<file path="src/rtl/valu_pkg.sv">
// Shared types for the vector ALU result path: SEW codes, vxrm modes, beat record
// and the per-element rounding increment.
package valu_pkg;

    localparam int VALU_DATA_W = 64;
    localparam int VALU_BE_W   = VALU_DATA_W / 8;
    localparam int VALU_ADDR_W = 32;

    localparam logic [1:0] SEW_E8  = 2'd0;
    localparam logic [1:0] SEW_E16 = 2'd1;
    localparam logic [1:0] SEW_E32 = 2'd2;
    localparam logic [1:0] SEW_E64 = 2'd3;

    typedef enum logic [1:0] {
        VXRM_RNU = 2'd0,
        VXRM_RNE = 2'd1,
        VXRM_RDN = 2'd2,
        VXRM_ROD = 2'd3
    } vxrm_e;

    typedef struct packed {
        logic [VALU_DATA_W-1:0] data;
        logic [VALU_ADDR_W-1:0] addr;
        logic [VALU_BE_W-1:0]   be;
        logic                   mask;
    } beat_t;

    // v0 is the shifted-out bit, v1 the result LSB
    function automatic logic round_inc(input vxrm_e mode, input logic v0, input logic v1);
        logic r;
        case (mode)
            VXRM_RNU: r = v0;
            VXRM_RNE: r = v0 & v1;
            VXRM_RDN: r = 1'b0;
            VXRM_ROD: r = v0 & ~v1;
            default:  r = 1'b0;
        endcase
        return r;
    endfunction

endpackage

</file>
<file path="src/rtl/vxrm_round_lanes.sv">
// Combinational per-element fixed-point rounding of one 64-bit beat; each element
// wraps on its own, no carry crosses an element boundary.
module vxrm_round_lanes
    import valu_pkg::*;
(
    input  logic [VALU_DATA_W-1:0] data_i,
    input  logic [VALU_BE_W-1:0]   vd_i,
    input  logic [VALU_BE_W-1:0]   vd1_i,
    input  logic [1:0]             sew_i,
    input  vxrm_e                  vxrm_i,
    output logic [VALU_DATA_W-1:0] data_o
);

    // Rounding bits sit at each element's base byte index
    always_comb begin
        data_o = data_i;
        case (sew_i)
            SEW_E8: begin
                for (int e = 0; e < 8; e++) begin
                    data_o[e*8 +: 8] = data_i[e*8 +: 8]
                        + {7'd0, round_inc(vxrm_i, vd1_i[e], vd_i[e])};
                end
            end
            SEW_E16: begin
                for (int e = 0; e < 4; e++) begin
                    data_o[e*16 +: 16] = data_i[e*16 +: 16]
                        + {15'd0, round_inc(vxrm_i, vd1_i[e*2], vd_i[e*2])};
                end
            end
            SEW_E32: begin
                for (int e = 0; e < 2; e++) begin
                    data_o[e*32 +: 32] = data_i[e*32 +: 32]
                        + {31'd0, round_inc(vxrm_i, vd1_i[e*4], vd_i[e*4])};
                end
            end
            SEW_E64: begin
                data_o = data_i + {63'd0, round_inc(vxrm_i, vd1_i[0], vd_i[0])};
            end
            default: begin
                data_o = data_i;
            end
        endcase
    end

endmodule

</file>
<file path="src/rtl/valu_wb_round.sv">
// Vector ALU write-back: optional vxrm rounding stage, then a FWFT FIFO toward the
// register file. Rounding is built only when VALU_WB_FXP_EN is defined.
module valu_wb_round
    import valu_pkg::*;
#(
    parameter int DATA_WIDTH  = VALU_DATA_W,
    parameter int BE_WIDTH    = DATA_WIDTH / 8,
    parameter int ADDR_WIDTH  = VALU_ADDR_W,
    parameter int FIFO_DEPTH  = 8,
    parameter int AFULL_SLACK = 6
) (
    input  logic                  clk,
    input  logic                  rst,
    input  logic                  in_valid,
    input  logic [DATA_WIDTH-1:0] in_vec,
    input  logic [ADDR_WIDTH-1:0] in_addr,
    input  logic [BE_WIDTH-1:0]   in_be,
    input  logic                  in_mask,
    input  logic                  in_fxp,
    input  logic [BE_WIDTH-1:0]   in_vd,
    input  logic [BE_WIDTH-1:0]   in_vd1,
    input  logic [1:0]            in_sew,
    input  logic [1:0]            in_vxrm,
    input  logic                  wr_ready,
    output logic                  wr_valid,
    output logic [DATA_WIDTH-1:0] wr_data,
    output logic [ADDR_WIDTH-1:0] wr_addr,
    output logic [BE_WIDTH-1:0]   wr_be,
    output logic                  out_afull,
    output logic                  out_overflow
);

    localparam int             PTR_W       = $clog2(FIFO_DEPTH);
    localparam logic [PTR_W:0] DEPTH_C     = (PTR_W+1)'(FIFO_DEPTH);
    localparam int             AFULL_LVL_I = (FIFO_DEPTH > AFULL_SLACK) ? (FIFO_DEPTH - AFULL_SLACK) : 0;
    localparam logic [PTR_W:0] AFULL_LVL   = (PTR_W+1)'(AFULL_LVL_I);
    localparam logic [PTR_W:0] ZERO_C      = {(PTR_W+1){1'b0}};

    beat_t                 in_beat_s;
    beat_t                 r_beat_q;
    logic                  r_valid_q;
    beat_t                 mem_q [FIFO_DEPTH];
    beat_t                 head_s;
    logic [PTR_W:0]        wr_ptr_q, wr_ptr_d;
    logic [PTR_W:0]        rd_ptr_q, rd_ptr_d;
    logic [PTR_W:0]        count_q, count_d, count_pop_s;
    logic                  push_s, pop_s, full_s, drop_s, wr_en_s, afull_d;
    logic                  wr_valid_q, afull_q, overflow_q;
    logic [DATA_WIDTH-1:0] wr_data_q;
    logic [ADDR_WIDTH-1:0] wr_addr_q;
    logic [BE_WIDTH-1:0]   wr_be_q;
    logic                  mask_unused;

`ifdef VALU_WB_FXP_EN
    logic [DATA_WIDTH-1:0] rnd_data_s;

    vxrm_round_lanes u_round (
        .data_i (in_vec),
        .vd_i   (in_vd),
        .vd1_i  (in_vd1),
        .sew_i  (in_sew),
        .vxrm_i (vxrm_e'(in_vxrm)),
        .data_o (rnd_data_s)
    );
`else
    logic fxp_unused;
    assign fxp_unused = ^{in_fxp, in_vd, in_vd1, in_sew, in_vxrm};
`endif

    // Mask beats carry packed mask bits and are never rounded
    always_comb begin
        in_beat_s.addr = in_addr;
        in_beat_s.be   = in_be;
        in_beat_s.mask = in_mask;
`ifdef VALU_WB_FXP_EN
        if (in_fxp & ~in_mask) begin
            in_beat_s.data = rnd_data_s;
        end else begin
            in_beat_s.data = in_vec;
        end
`else
        in_beat_s.data = in_vec;
`endif
    end

    always_ff @(posedge clk) begin
        if (rst) begin
            r_valid_q <= 1'b0;
            r_beat_q  <= '0;
        end else begin
            r_valid_q <= in_valid;
            if (in_valid) begin
                r_beat_q <= in_beat_s;
            end
        end
    end

    // When the FIFO drains to zero this cycle, the incoming push becomes the new head
    always_comb begin
        push_s      = r_valid_q;
        pop_s       = wr_valid_q & wr_ready;
        full_s      = (count_q == DEPTH_C);
        drop_s      = push_s & full_s & ~pop_s;
        wr_en_s     = push_s & ~drop_s;
        wr_ptr_d    = wr_ptr_q + {{PTR_W{1'b0}}, wr_en_s};
        rd_ptr_d    = rd_ptr_q + {{PTR_W{1'b0}}, pop_s};
        count_pop_s = count_q - {{PTR_W{1'b0}}, pop_s};
        count_d     = count_pop_s + {{PTR_W{1'b0}}, wr_en_s};
        afull_d     = (count_d >= AFULL_LVL);
        if (count_pop_s == ZERO_C) begin
            head_s = r_beat_q;
        end else begin
            head_s = mem_q[rd_ptr_d[PTR_W-1:0]];
        end
    end

    assign mask_unused = head_s.mask;

    always_ff @(posedge clk) begin
        if (wr_en_s) begin
            mem_q[wr_ptr_q[PTR_W-1:0]] <= r_beat_q;
        end
    end

    always_ff @(posedge clk) begin
        if (rst) begin
            wr_ptr_q   <= ZERO_C;
            rd_ptr_q   <= ZERO_C;
            count_q    <= ZERO_C;
            wr_valid_q <= 1'b0;
            wr_data_q  <= '0;
            wr_addr_q  <= '0;
            wr_be_q    <= '0;
            afull_q    <= 1'b0;
            overflow_q <= 1'b0;
        end else begin
            wr_ptr_q   <= wr_ptr_d;
            rd_ptr_q   <= rd_ptr_d;
            count_q    <= count_d;
            afull_q    <= afull_d;
            overflow_q <= overflow_q | drop_s;
            wr_valid_q <= (count_d != ZERO_C);
            if (count_d != ZERO_C) begin
                wr_data_q <= head_s.data;
                wr_addr_q <= head_s.addr;
                wr_be_q   <= head_s.be;
            end
        end
    end

    assign wr_valid     = wr_valid_q;
    assign wr_data      = wr_data_q;
    assign wr_addr      = wr_addr_q;
    assign wr_be        = wr_be_q;
    assign out_afull    = afull_q;
    assign out_overflow = overflow_q;

endmodule
</file>
<file path="config.mk">
export PLATFORM = sky130hd
export DESIGN_NAME = valu_wb_round
export DESIGN_NICKNAME = d
export VERILOG_FILES = /design/src/rtl/valu_pkg.sv /design/src/rtl/vxrm_round_lanes.sv /design/src/rtl/valu_wb_round.sv
export SDC_FILE = /design/constraint.sdc
export NUM_CORES = 1
export LEC_CHECK = 0
export BUFFER_PORTS_ARGS = -buffer_cell sky130_fd_sc_hd__buf_4
export CAP_MARGIN = 30
export CELL_PAD_IN_SITES_DETAIL_PLACEMENT = 1
export CELL_PAD_IN_SITES_GLOBAL_PLACEMENT = 1
export CORE_ASPECT_RATIO = 1.75
export CORE_MARGIN = 5
export CORE_UTILIZATION = 41
export CTS_CLUSTER_SIZE = 10
export DETAILED_ROUTE_END_ITERATION = 8
export PLACE_DENSITY = 0.71
export SYNTH_ARGS = -nofsm -noshare
export SYNTH_HDL_FRONTEND = slang
export SYNTH_HIERARCHICAL = 1
export SYNTH_SLANG_ARGS = --single-unit
</file>
<file path="constraint.sdc">
create_clock -name clk -period 10.9 [get_ports clk]
set_input_delay 1.09 -clock clk [delete_from_list [all_inputs] [get_ports clk]]
set_output_delay 1.09 -clock clk [all_outputs]
set_load 0.01 [all_outputs]
</file>
==> reports/results.txt <==
Synth Warn #: 6
Least-Margin Pin Slew: 1.17 ns
CP required: 11.41 ns
CP cell instances: buf_4, a211oi_1, nand3_1, and2_1, ha_1, ha_1, and2_1, a22oi_2, buf_4, or2_4, buf_4, a311oi_1
Reg power frac: 0.397
Lkg Pwr: 16.1 nW
largest net degree at the start of global routing: 153
Detail Placement HPWL: 56.0 mm
count of cell types in the netlist: 32
status: finished clean
reg-to-reg endpoint: wr_data[60]$_SDFFE_PP0P_
Yosys top cell by area: edfxtp_1
RSZ-0062 raised after global routing: no
Final setup viols: 0
ranking of synthesized cells by area: edfxtp_1 (62%), mux2i_1 (13%), dfxtp_1 (11%), a22oi_1 (3.8%), a311oi_1 (2.2%)
Die Area: 105000 µm²
Reg2Reg Launch Point: count_q[2]$_SDFF_PP0_
antenna-violating nets left: 0
Max-Cap Viols: 0
FP Rows: 152
Core Area: 97800 µm²
multi-input logic area: 10100 µm²
r2r setup slk: 6.51 ns
Initial Util: 0.412
Mapped Area: 40200 µm²
Nets: 2886
CP Capture Type: register
P_int: 7.90 mW
fillers: 9551
synthesized area per cell: 15.7 µm²
hold buffers post-CTS: 0
CTS Sinks: 1054
total track usage: 0.207
CP max-delay cell: buf_4
asr flop ratio synth: 0
Max FO, Critical Path: 58
H-tree levels: 3
CTS Buf Count: 115
Die W: 247 µm
CP Launch Type: input pin
Post-Route WL: 110 mm
Setup Total Neg Slack: 0 ns
part of the power in the clock network: 0.288
share of cells above drive strength 1: 0.143
fmax: 222 MHz
initial drt markers: 1594
max_slew headroom: 0.222
Worst-Skew Late Latency: 0.70 ns
P per Cell Area: 261 nW/µm²
drt wl/cell: 26.5 µm
cts repair resizes: 0
worst hold stages: 2
Final Critical Period: 4.50 ns
port buffer count: 214
routed vias: 23500
count leader, synth: edfxtp_1
#FFs+latches synth: 1054
Sequential cell area: 29400 µm²
Synth top area share: 0.621
Critical path origin: wr_ready
n_diodes: 0
CP top delay family: buffers and inverters
Mapped Nets: 2693
CP Capture Point: wr_data[60]$_SDFFE_PP0P_
CP Depth: 12
Final Cycle Share: 0.413
first-pass GRT wire length: 164 mm
Pins Over Slew Limit: 0
Initial DRT Pass Iterations: 5
root buffer cell: clkbuf_16
final hold violations: 0
Die Height: 424 µm
Fin Clk Skew: 0.0207 ns
NetSw: 4.22 mW
I/O pin count: 237
top cells by count, synth: edfxtp_1 (832), mux2i_1 (517), dfxtp_1 (222), a22oi_1 (206), nor2_1 (118)
Combinational Power Share: 0.315
sw frac: 0.348
CTS tree: done
vias in the first global route: 25800
initial antenna violation count: 3
max incr delay on CP: 0.90 ns
GR Overflow Total: 0
cell count after synthesis: 2555
Residual DRC: 0
dpl cells: 3939
vias per cell: 5.65
worst r2r path cells: 11
Post-Layout Cell Count: 4154
Worst path most repeated cell: buf_4
Final Wtd Congestion: 0.705
critical path type: in2reg
Area growth syn-to-layout: 15.5%
Longest Clk Path Bufs: 3
Final Power: 12.1 mW
Synth Flop Type: edfxtp_1
Clk pin slew, worst setup/hold paths: 0.06 ns
Post-synth EDFFs: 832
worst endpoint data arrival time: 5.01 ns
Post-CTS Setup Inserts: 0
Hold Path Class: reg2reg
VDD IR max: 0.275 mV
Seq/Total Area, Yosys: 0.731
Buf/Inv on CP: 3
-- power by group through the flow --
stage / Combinational (mW) / Clock (mW) / Sequential (mW)
final: 3.82 / 3.50 / 4.81
after global routing: 4.09 / 3.76 / 4.84
after CTS: 3.85 / 3.58 / 4.81
after detailed placement: 3.81 / 0 / 4.89
after global placement: 3.71 / 0 / 4.87
after floorplan: 2.45 / 0 / 4.89
-- final cells by class --
type / count / share of cell area
Sequential cell: 1054 / 0.633
Multi-Input combinational cell: 1308 / 0.216
Clock buffer: 207 / 0.0695
Timing Repair Buffer: 262 / 0.0438
Tap cell: 1309 / 0.0352
Clock inverter: 7 / 0.00153
Inverter: 7 / 0.000565
-- worst register-to-register path, delay by kind of cell (launching register included) --
family	cells	cell delay [ns]
buf+inv	2	1.30
flops	1	0.36
simple gates	4	1.37
fa+ha+maj	2	0.49
compound gates	3	0.69
-- cells by family (layout without fill, tap and decap cells) --
kind of cell / Yosys count / count (layout) / share of synthesized area
muxes: 519 / 519 / 0.130
buffers and inverters: 193 / 483 / 0.0211
and+or+nand+nor: 457 / 457 / 0.0508
adders and majority gates: 8 / 8 / 0.00249
xor gates and xnor gates: 8 / 8 / 0.00208
DFF: 1054 / 1054 / 0.731
AOI/OAI and AO/OA: 316 / 316 / 0.0623
-- through the flow --
stage	hold slack, ns	setup WS (ns)	cell area [µm²]	utilization
after CTS	0.511	6.46	46500	0.475
after floorplan	0.448	1.65	40200	-
final	0.506	6.40	46500	0.476
after detailed placement	0.497	5.73	43200	0.442
after global placement	0.474	5.85	43200	0.442
after global routing	0.534	6.23	46500	0.476
-- worst min-delay path by stage --
stage                                   startpoint                  endpoint
after global routing      wr_data[62]$_SDFFE_PP0P_  wr_data[62]$_SDFFE_PP0P_
after detailed placement   out_overflow$_SDFF_PP0_   out_overflow$_SDFF_PP0_
after CTS                  out_overflow$_SDFF_PP0_   out_overflow$_SDFF_PP0_
after global placement     out_overflow$_SDFF_PP0_   out_overflow$_SDFF_PP0_
final                     wr_data[62]$_SDFFE_PP0P_  wr_data[62]$_SDFFE_PP0P_
after floorplan                  push_s$_SDFF_PP0_   out_overflow$_SDFF_PP0_
-- state kept, by name (all words and copies together) (netlist names) --
signal and count:
count_q 4, mem_q 832, out_afull 1, out_overflow 1, push_s 1, r_beat_q 104
rd_ptr_q 3, wr_addr 32, wr_be 8, wr_data 64, wr_ptr_q 3, wr_valid 1
-- per-layer routing --
metal | vias to the layer above | track usage | wire [µm]
li1 | 10400 | - | -
met1 | 12300 | 0.258 | 44800
met2 | 608 | 0.372 | 57800
met3 | 167 | 0.0313 | 5160
met4 | 6 | 0.0583 | 2430
met5 | - | 0 | 41
-- layout by cell type (no fill, tap or decap), types with 2 or more instances in the layout --
cell type / count
buf_12: 3
nand2_1: 107
dfxtp_1: 222
mux4_2: 2
clkbuf_8: 2
and2_4: 2
nor2b_1: 8
a311oi_2: 2
xor2_1: 3
clkbuf_1: 91
clkinv_8: 2
nor2_4: 9
mux2i_1: 517
inv_1: 7
edfxtp_1: 832
nor2_1: 109
nor3_1: 104
nand3_1: 104
a22oi_1: 206
nor3_2: 2
o21ai_0: 3
clkbuf_16: 115
inv_6: 4
nand2b_1: 3
or2_4: 3
or3_1: 2
buf_4: 256
ha_1: 7
xnor2_1: 4
and2_1: 3
a311oi_1: 101
Note: power is estimated with default switching activity, not from simulation.
